### src/rtl/flag_unit_pkg.sv
// Shared definitions for the condition-flag unit.
// Contents:
//   - opcode constants for the EX-stage opcode field
//   - flag bit positions inside the 3-bit {V,N,Z} bus
//   - the flag-state enum
//   - op_mask(): which flags an opcode is allowed to update
package flag_unit_pkg;

    localparam int OP_W = 4;

    localparam logic [OP_W-1:0] OP_ADD = 4'b0000;
    localparam logic [OP_W-1:0] OP_SUB = 4'b0001;
    localparam logic [OP_W-1:0] OP_XOR = 4'b0010;
    localparam logic [OP_W-1:0] OP_AND = 4'b0011;
    localparam logic [OP_W-1:0] OP_SLL = 4'b0100;
    localparam logic [OP_W-1:0] OP_SRA = 4'b0101;
    localparam logic [OP_W-1:0] OP_ROR = 4'b0110;
    localparam logic [OP_W-1:0] OP_HLT = 4'b1111;

    localparam int FLG_V = 2;
    localparam int FLG_N = 1;
    localparam int FLG_Z = 0;

    typedef enum logic [1:0] {
        IDLE   = 2'd0,
        PEND   = 2'd1,
        HALTED = 2'd2
    } flag_state_e;

    // Arithmetic ops own all three flags.
    // Logic/shift ops only define Z.
    // Everything else leaves the flags alone.
    function automatic logic [2:0] op_mask(input logic [OP_W-1:0] op);
        logic [2:0] m;
        m = 3'b000;
        case (op)
            OP_ADD, OP_SUB:         m = 3'b111;
            OP_XOR, OP_SLL,
            OP_SRA, OP_ROR:         m = 3'b001;
            default:                m = 3'b000;
        endcase
        return m;
    endfunction

endpackage

### src/rtl/flag_unit_compute.sv
// Combinational flag derivation from an EX-stage ALU result.
// Ports:
//   op_i     - EX opcode
//   result_i - ALU result
//   ovfl_i   - adder signed overflow
//   flags_o  - raw {V,N,Z} before masking
//   mask_o   - flags this opcode is allowed to update
module flag_compute
    import flag_unit_pkg::*;
#(
    parameter int DW  = 16,
    parameter int OPW = 4
) (
    input  logic [OPW-1:0] op_i,
    input  logic [DW-1:0]  result_i,
    input  logic           ovfl_i,
    output logic [2:0]     flags_o,
    output logic [2:0]     mask_o
);

    // V is passed through unconditionally.
    // The mask keeps it from landing for non-arithmetic ops.
    assign flags_o[FLG_V] = ovfl_i;
    assign flags_o[FLG_N] = result_i[DW-1];
    assign flags_o[FLG_Z] = (result_i == '0);

    assign mask_o = op_mask(OP_W'(op_i));

endmodule

### src/rtl/flag_unit.sv
// Condition-flag producer for the branch/PC-select logic.
// An EX-stage flag setter is captured into a speculative pending entry.
// The pending entry commits to the architectural flags one cycle later,
// unless it is flushed.
// Ports:
//   ex_valid/ex_op/alu_result/alu_ovfl - EX-stage instruction and ALU outputs
//   stall - hold all state
//   flush - squash the pending entry
//   halt  - freeze the unit until reset
//   flags      - bypassed {V,N,Z}: pending bits override committed ones
//   arch_flags - committed {V,N,Z}
//   flag_wr    - high in the cycle whose closing edge commits
//   wr_count   - saturating commit counter
module flag_unit
    import flag_unit_pkg::*;
#(
    parameter int DW  = 16,
    parameter int OPW = 4
) (
    input  logic           clk,
    input  logic           rst_n,
    input  logic           ex_valid,
    input  logic [OPW-1:0] ex_op,
    input  logic [DW-1:0]  alu_result,
    input  logic           alu_ovfl,
    input  logic           stall,
    input  logic           flush,
    input  logic           halt,
    output logic [2:0]     flags,
    output logic [2:0]     arch_flags,
    output logic           flag_wr,
    output logic [7:0]     wr_count
);

    flag_state_e state_q, state_d;
    logic [2:0]  arch_q, arch_d;
    logic [2:0]  pend_flags_q, pend_flags_d;
    logic [2:0]  pend_mask_q, pend_mask_d;
    logic [7:0]  wr_count_q, wr_count_d;

    logic [2:0]  cmp_flags, cmp_mask;
    logic        capture, commit, pend_valid;
    logic [2:0]  byp_sel;

    flag_compute #(.DW(DW), .OPW(OPW)) u_compute (
        .op_i     (ex_op),
        .result_i (alu_result),
        .ovfl_i   (alu_ovfl),
        .flags_o  (cmp_flags),
        .mask_o   (cmp_mask)
    );

    // State register
    // NOTE: sequential state uses non-blocking assignments,
    // so every register samples pre-edge values.
    always_ff @(posedge clk or negedge rst_n) begin
        if (!rst_n) begin
            state_q      <= IDLE;
            arch_q       <= 3'b000;
            pend_flags_q <= 3'b000;
            pend_mask_q  <= 3'b000;
            wr_count_q   <= 8'd0;
        end else begin
            state_q      <= state_d;
            arch_q       <= arch_d;
            pend_flags_q <= pend_flags_d;
            pend_mask_q  <= pend_mask_d;
            wr_count_q   <= wr_count_d;
        end
    end

    // Next-state logic
    // A halt wins over a capture on the same edge: nothing behind HLT may update flags.
    // PEND always drains this edge (commit or flush).
    // So a non-halting, non-capturing advance returns to IDLE.
    always_comb begin
        state_d = state_q;
        if (state_q != HALTED && !stall) begin
            if (halt)
                state_d = HALTED;
            else if (capture && cmp_mask != 3'b000)
                state_d = PEND;
            else
                state_d = IDLE;
        end
    end

    // FSM outputs
    // NOTE: every signal gets a default before the case statement.
    // No path leaves it unassigned, so no latch is inferred.
    always_comb begin
        capture    = 1'b0;
        commit     = 1'b0;
        pend_valid = 1'b0;
        case (state_q)
            IDLE: begin
                capture = ex_valid & ~stall & ~halt;
            end
            PEND: begin
                pend_valid = 1'b1;
                commit     = ~stall & ~flush;
                capture    = ex_valid & ~stall & ~halt;
            end
            HALTED: ;
            default: ;
        endcase
    end

    // Datapath
    // Commit and capture are independent.
    // Arch takes the old pending entry while pending reloads from EX,
    // giving in-order commits at one per cycle.
    always_comb begin
        arch_d       = arch_q;
        pend_flags_d = pend_flags_q;
        pend_mask_d  = pend_mask_q;
        wr_count_d   = wr_count_q;
        if (commit) begin
            arch_d = (arch_q & ~pend_mask_q) | (pend_flags_q & pend_mask_q);
            if (wr_count_q != 8'hFF)
                wr_count_d = wr_count_q + 8'd1;
        end
        if (capture) begin
            pend_flags_d = cmp_flags;
            pend_mask_d  = cmp_mask;
        end
    end

    // Bypass: a valid pending bit overrides the committed bit.
    assign byp_sel    = pend_mask_q & {3{pend_valid}};
    assign flags      = (byp_sel & pend_flags_q) | (~byp_sel & arch_q);
    assign arch_flags = arch_q;
    assign flag_wr    = commit;
    assign wr_count   = wr_count_q;

endmodule

### config.mk
export PLATFORM = sky130hd
export DESIGN_NAME = flag_unit
export DESIGN_NICKNAME = d
export VERILOG_FILES = /design/src/rtl/flag_unit_pkg.sv /design/src/rtl/flag_unit_compute.sv /design/src/rtl/flag_unit.sv
export SDC_FILE = /design/constraint.sdc
export NUM_CORES = 1
export LEC_CHECK = 0
export BUFFER_PORTS_ARGS = -buffer_cell sky130_fd_sc_hd__buf_2
export CAP_MARGIN = 40
export CORE_MARGIN = 2
export CORE_UTILIZATION = 43
export CTS_BUF_LIST = sky130_fd_sc_hd__clkbuf_4 sky130_fd_sc_hd__clkbuf_8
export DETAILED_ROUTE_END_ITERATION = 16
export PLACE_DENSITY_LB_ADDON = 0.05
export SLEW_MARGIN = 0
export SYNTH_ARGS = -nofsm -noshare
export SYNTH_HDL_FRONTEND = slang
export SYNTH_SLANG_ARGS = --single-unit
### constraint.sdc
create_clock -name clk -period 1.45 [get_ports clk]
set_input_delay 0.0725 -clock clk [delete_from_list [all_inputs] [get_ports clk]]
set_output_delay 0.0725 -clock clk [all_outputs]
set_load 0.02 [all_outputs]
======== Yosys cells after proc, flatten, opt, wreduce, memory -nomap -nowiden ========
Index checks and enable logic that the tools add are counted.
W data, S select, Z words.
word-level totals
  register bits ........................... 19
  input bits .............................. 27
  output and inout port bits .............. 15
  word-level logic and storage cells ...... 46
operators by class
  add/sub/neg operators ................... 1
  equality and inequality tests ........... 8
  mux-type cells .......................... 6
  bitwise operators ....................... 15
  reduce and logical (&&, ||, !) cells .... 11
operators by type and width
  cell                   number
  $logic_not A16 Y1      1
  $and A3 B3 Y3          5
  $eq A4 B3 Y1 const B   3
  $add A8 B1 Y8 const B  1
  $ne A8 B8 Y1 const B   1
  $not A3 Y3             2
  $or A3 B3 Y3           2
  $pmux W3 S2            1
  $eq A4 B1 Y1 const B   1
  $eq A4 B2 Y1 const B   1
  $logic_not A4 Y1       1
  $mux W1                4
  $reduce_or A2 Y1       2
  $reduce_or A4 Y1       1
  $and A1 B1 Y1          3
  $not A1 Y1             3
  $reduce_bool A3 Y1     1
  $eq A2 B1 Y1 const B   1
  $logic_and A1 B1 Y1    2
  $logic_not A2 Y1       1
  $mux W2                1
  $ne A2 B2 Y1 const B   1
  $reduce_and A2 Y1      1
  $logic_not A1 Y1       1

======== Longest topological paths before layout ========
  word-level depth ........................ 7
  mapped depth ............................ 5
  depth with buffers taken out ............ 4

======== Cells and area by module ========
A second synthesis with hierarchy kept.
second synthesis, totals
  cell total of the unflattened synthesis .. 87
  area total of the unflattened synthesis .. 1041.0 um2
by module, submodules not included
  module        times used  cells each  area each (um2)  sequential area each (um2)
  flag_unit     1           77          974.7            475.5
  flag_compute  1           10          66.3             0.0

======== Least setup slack after synthesis ========
Ideal clock, no wire load.
  kind .................................... register to register
  from .................................... register wr_count_q[0] (netlist: wr_count[0])
  to ...................................... register wr_count_q[1] (netlist: wr_count[1])
  setup time .............................. 0.125 ns
  arrival time ............................ 1.597 ns
  slack ................................... -0.271 ns
  cell stages (with the launch flop) ...... 6
  cells stage by stage .................... dfrtp_1 > ha_1 > clkbuf_1 > nand4_1 > o21ai_1 > mux2_2
between the ends
  longest elaborated chain between the ends .. 2
ends and longest elaborated chain
  what                                                   RTL line         text
  start, declared                                        flag_unit.sv:39  logic [7:0] wr_count_q, wr_count_d;
  start signal, assigned                                 flag_unit.sv:68  wr_count_q <= wr_count_d;
  branches (longest 2 deep; another with $add A8 B1 Y8)  -
Parallel ways; which one is timed is not known.
A chain may end at the register's enable or synchronous reset.

======== Worst setup path after layout ========
  from .................................... register state_q[1]
  to ...................................... output port flags[0]
between the ends
  longest elaborated chain between the ends .. 6
ends and longest elaborated chain
  what                    RTL line          text
  start, declared         flag_unit.sv:35   flag_state_e state_q, state_d;
  start signal, assigned  flag_unit.sv:64   state_q <= state_d;
  $eq A2 B1 Y1 *          flag_unit.sv:95   case (state_q)
  $mux W1 *               flag_unit.sv:95
  $and A3 B3 Y3 *         flag_unit.sv:130  assign byp_sel = pend_mask_q & {3{pend_valid}};
  $not A3 Y3              flag_unit.sv:131  assign flags = (byp_sel & pend_flags_q) | (~byp_sel & arch_q);
  $and A3 B3 Y3           flag_unit.sv:131
  $or A3 B3 Y3 *          flag_unit.sv:131
  end, declared           flag_unit.sv:29   output logic [2:0] flags,
Mark *: on every way between the ends. The rest lies on a longest branch, timed or not.

==> qor.txt <==
GPL Wtd Cong: 0.764
WL final: 2.21 mm
Cell count after synthesis: 83
Routed length per placed instance: 13.3 microns
Mapped Area: 937 sq um
Fin crit share: 1.07
CTS tree: done
Critical Path End Type: output port
Pre-CTS setup slack: -21.3 ps
Clock Sinks: 18
Unrepaired setup endpoints after global routing: true
Setup crit start kind: flop
Max-slew violations: 0
Warnings from Yosys: 0
Chip width: 50.7 microns
NumNets Final: 168
DP HPWL: 1.56 mm
Relative slew slack: 0.721
Crit Path Max Fanout: 3
Critical Path AT: 1480 ps
Total power: 1170 uW
# fillers: 163
Initial antenna violation count: 0
Failing checks: negative setup slack
Minimum clock period: 1550 ps
Main area contributors after synthesis: dfrtp_1, mux2_2, mux2_4, nand4_1, nor4_1
Die Y: 50.7 microns
Setup CP Type: reg2out
Via density: 5.16
Clock Path Buffers: 2
Worst hold path class: in2reg
Final hold vios: 0
Max cap viols: 0
Status: complete, but fails checks
Number of synthesized register bits: 18
Avg Inst Size Synth: 11.3 sq um
CTS buffer count: 3
Final Util: 0.707
Area grow syn2layout: 51.0%
Drc violations: 0
Total global-route track usage: 0.176
Clk slew on worst S/H paths: 100 ps
Synth top area share: 0.481
Crit-path cells: buf_6, nor2b_4, nand2_2, mux2_4, buf_6
Leading cell types in the layout, fill and taps excluded: buf_2, dfrtp_1, buf_6
Skew final: 5.19 ps
Total grt overflow: 0
Antenna viol nets, final: 0
First-pass GRT wire length: 3.39 mm
Commonest non-fill, non-tap cell in the layout: buf_2
Antenna cells: 0
Critical Path Max Stage Delay: 410 ps
Sequential element share of the synthesized area: 0.481
Core region area: 0.00200 sq mm
Worst VDD drop: 0.571 mV
Slowest cell on crit path: dfrtp_1
Core Rows: 16
CTS root buffer: clkbuf_4
Largest net degree at the start of global routing: 19
Crit path top cell by count: buf_6
Layout cells sized above 1: 0.597
Port Buf Inserts: 41
Starting density of the core: 0.468
Final setup fails: 9
Req. time, crit path: 1380 ps
Max Clock Freq: 644 MHz
Worst slew pin tran: 418 ps
Unique masters post-synth: 32
Pre-antenna DRT Iters: 4
Number of H-tree levels: 1
Worst hold slack: 8.78 ps
Final worst slack: -102 ps
Leakage: 0.000715 uW
Cell taking the most area after synthesis: dfrtp_1
Synth Net Count: 111
Via count: 857
Die ar.: 0.00257 sq mm
Starting DRT DRC Count: 8
Pwr/cell area: 825 mW/mm^2
Vias in the first global route: 764
Io pins: 42
Clock latency on the worst-skew pair: 290 ps
[report_power, final]
part           internal [uW]  total, uW  switching [uW]
sequential               568        631            63.7
combinational            148        253             105
clock                    126        283             157
[area by class of cell]
cell class | instances | area, sq um | area share
clock buffers | 4 | 30.0 | 0.0212
inverters | 3 | 11.3 | 0.00796
multi-input cells | 59 | 534 | 0.378
flip-flops and latches | 18 | 453 | 0.320
well taps | 27 | 33.8 | 0.0239
repair buffers | 55 | 353 | 0.249
[kinds of logic (layout without fill, tap and decap cells)]
logic type | count (synthesis) | count (layout) | share of synthesized area
and+or+nand+nor | 31 | 31 | 0.194
DFF | 18 | 18 | 0.481
AOI/OAI and AO/OA | 14 | 14 | 0.115
muxes | 12 | 12 | 0.152
buffers and inverters | 6 | 62 | 0.0360
adders and majority gates | 1 | 1 | 0.0133
xor gates and xnor gates | 1 | 1 | 0.00935
[synthesized netlist by cell type]
cell type	number
xnor2_1	1
o22a_1	1
a31oi_1	2
and3_1	1
mux2_2	8
nor4_1	4
and2_1	1
a41oi_1	1
a21o_1	1
ha_1	1
a211oi_4	1
o21ai_1	2
buf_4	1
nor4b_2	1
nand2b_1	1
mux2_1	2
nand4_1	4
inv_1	3
or4b_1	1
nand2_1	6
o41ai_1	1
a21oi_1	1
nor2b_1	2
nand3_1	4
and4_1	2
dfrtp_1	18
clkbuf_1	1
buf_6	1
o21ai_0	3
nor2_1	4
mux2_4	2
o2111a_1	1
[per-layer routing]
layer / vias up / share of wire / wire [microns] / GRT usage
li1: 425 / - / - / -
met5: - / 0 / 0 / 0
met2: 17 / 0.50 / 1100 / 0.268
met1: 411 / 0.46 / 1010 / 0.245
met3: 4 / 0.034 / 76 / 0.0357
met4: 0 / 0.0099 / 22 / 0.0676
[worst max-delay path, delay by kind of cell, from the launching register on]
kind / cells / cell delay (ps)
flip-flops: 1 / 410
buffers and inverters: 2 / 260
multiplexers: 1 / 300
AND/OR/NAND/NOR: 2 / 220
[metrics by stage]
stage | std cells | TNS, ps | instance area [sq um]
2_1_floorplan | 83 | -123 | 991
3_3_place_gp | 154 | -14.9 | 1240
3_5_place_dp | 154 | -44.5 | 1240
4_1_cts | 165 | -867 | 1360
5_1_grt | 166 | -1270 | 1420
6_report | 166 | -629 | 1420
[what timing repair did]
action	4_1_cts	5_1_grt
buffers inserted	4	2
pin swaps	2	2
gates resized for setup	12	12
gates cloned	1	0
endpoints found under the setup margin	7	19
endpoints found under the hold margin	19	0
hold buffers	2	0
[path summary, 6_finish.rpt]
kind	depth (start not counted)	from	slack [ps]	end
max	5	state_q[1]	-100	flags[0]
min	2	ex_op[3]	9	pend_mask_q[1]
max reg2reg	3	state_q[1]	-90	pend_flags_q[1]
min reg2reg	1	wr_count[0]	520	wr_count[0]
max in group asynchronous	2	rst_n	910	wr_count[1]
min in group asynchronous	2	rst_n	220	wr_count[6]
(Power assumes the default switching activity.)
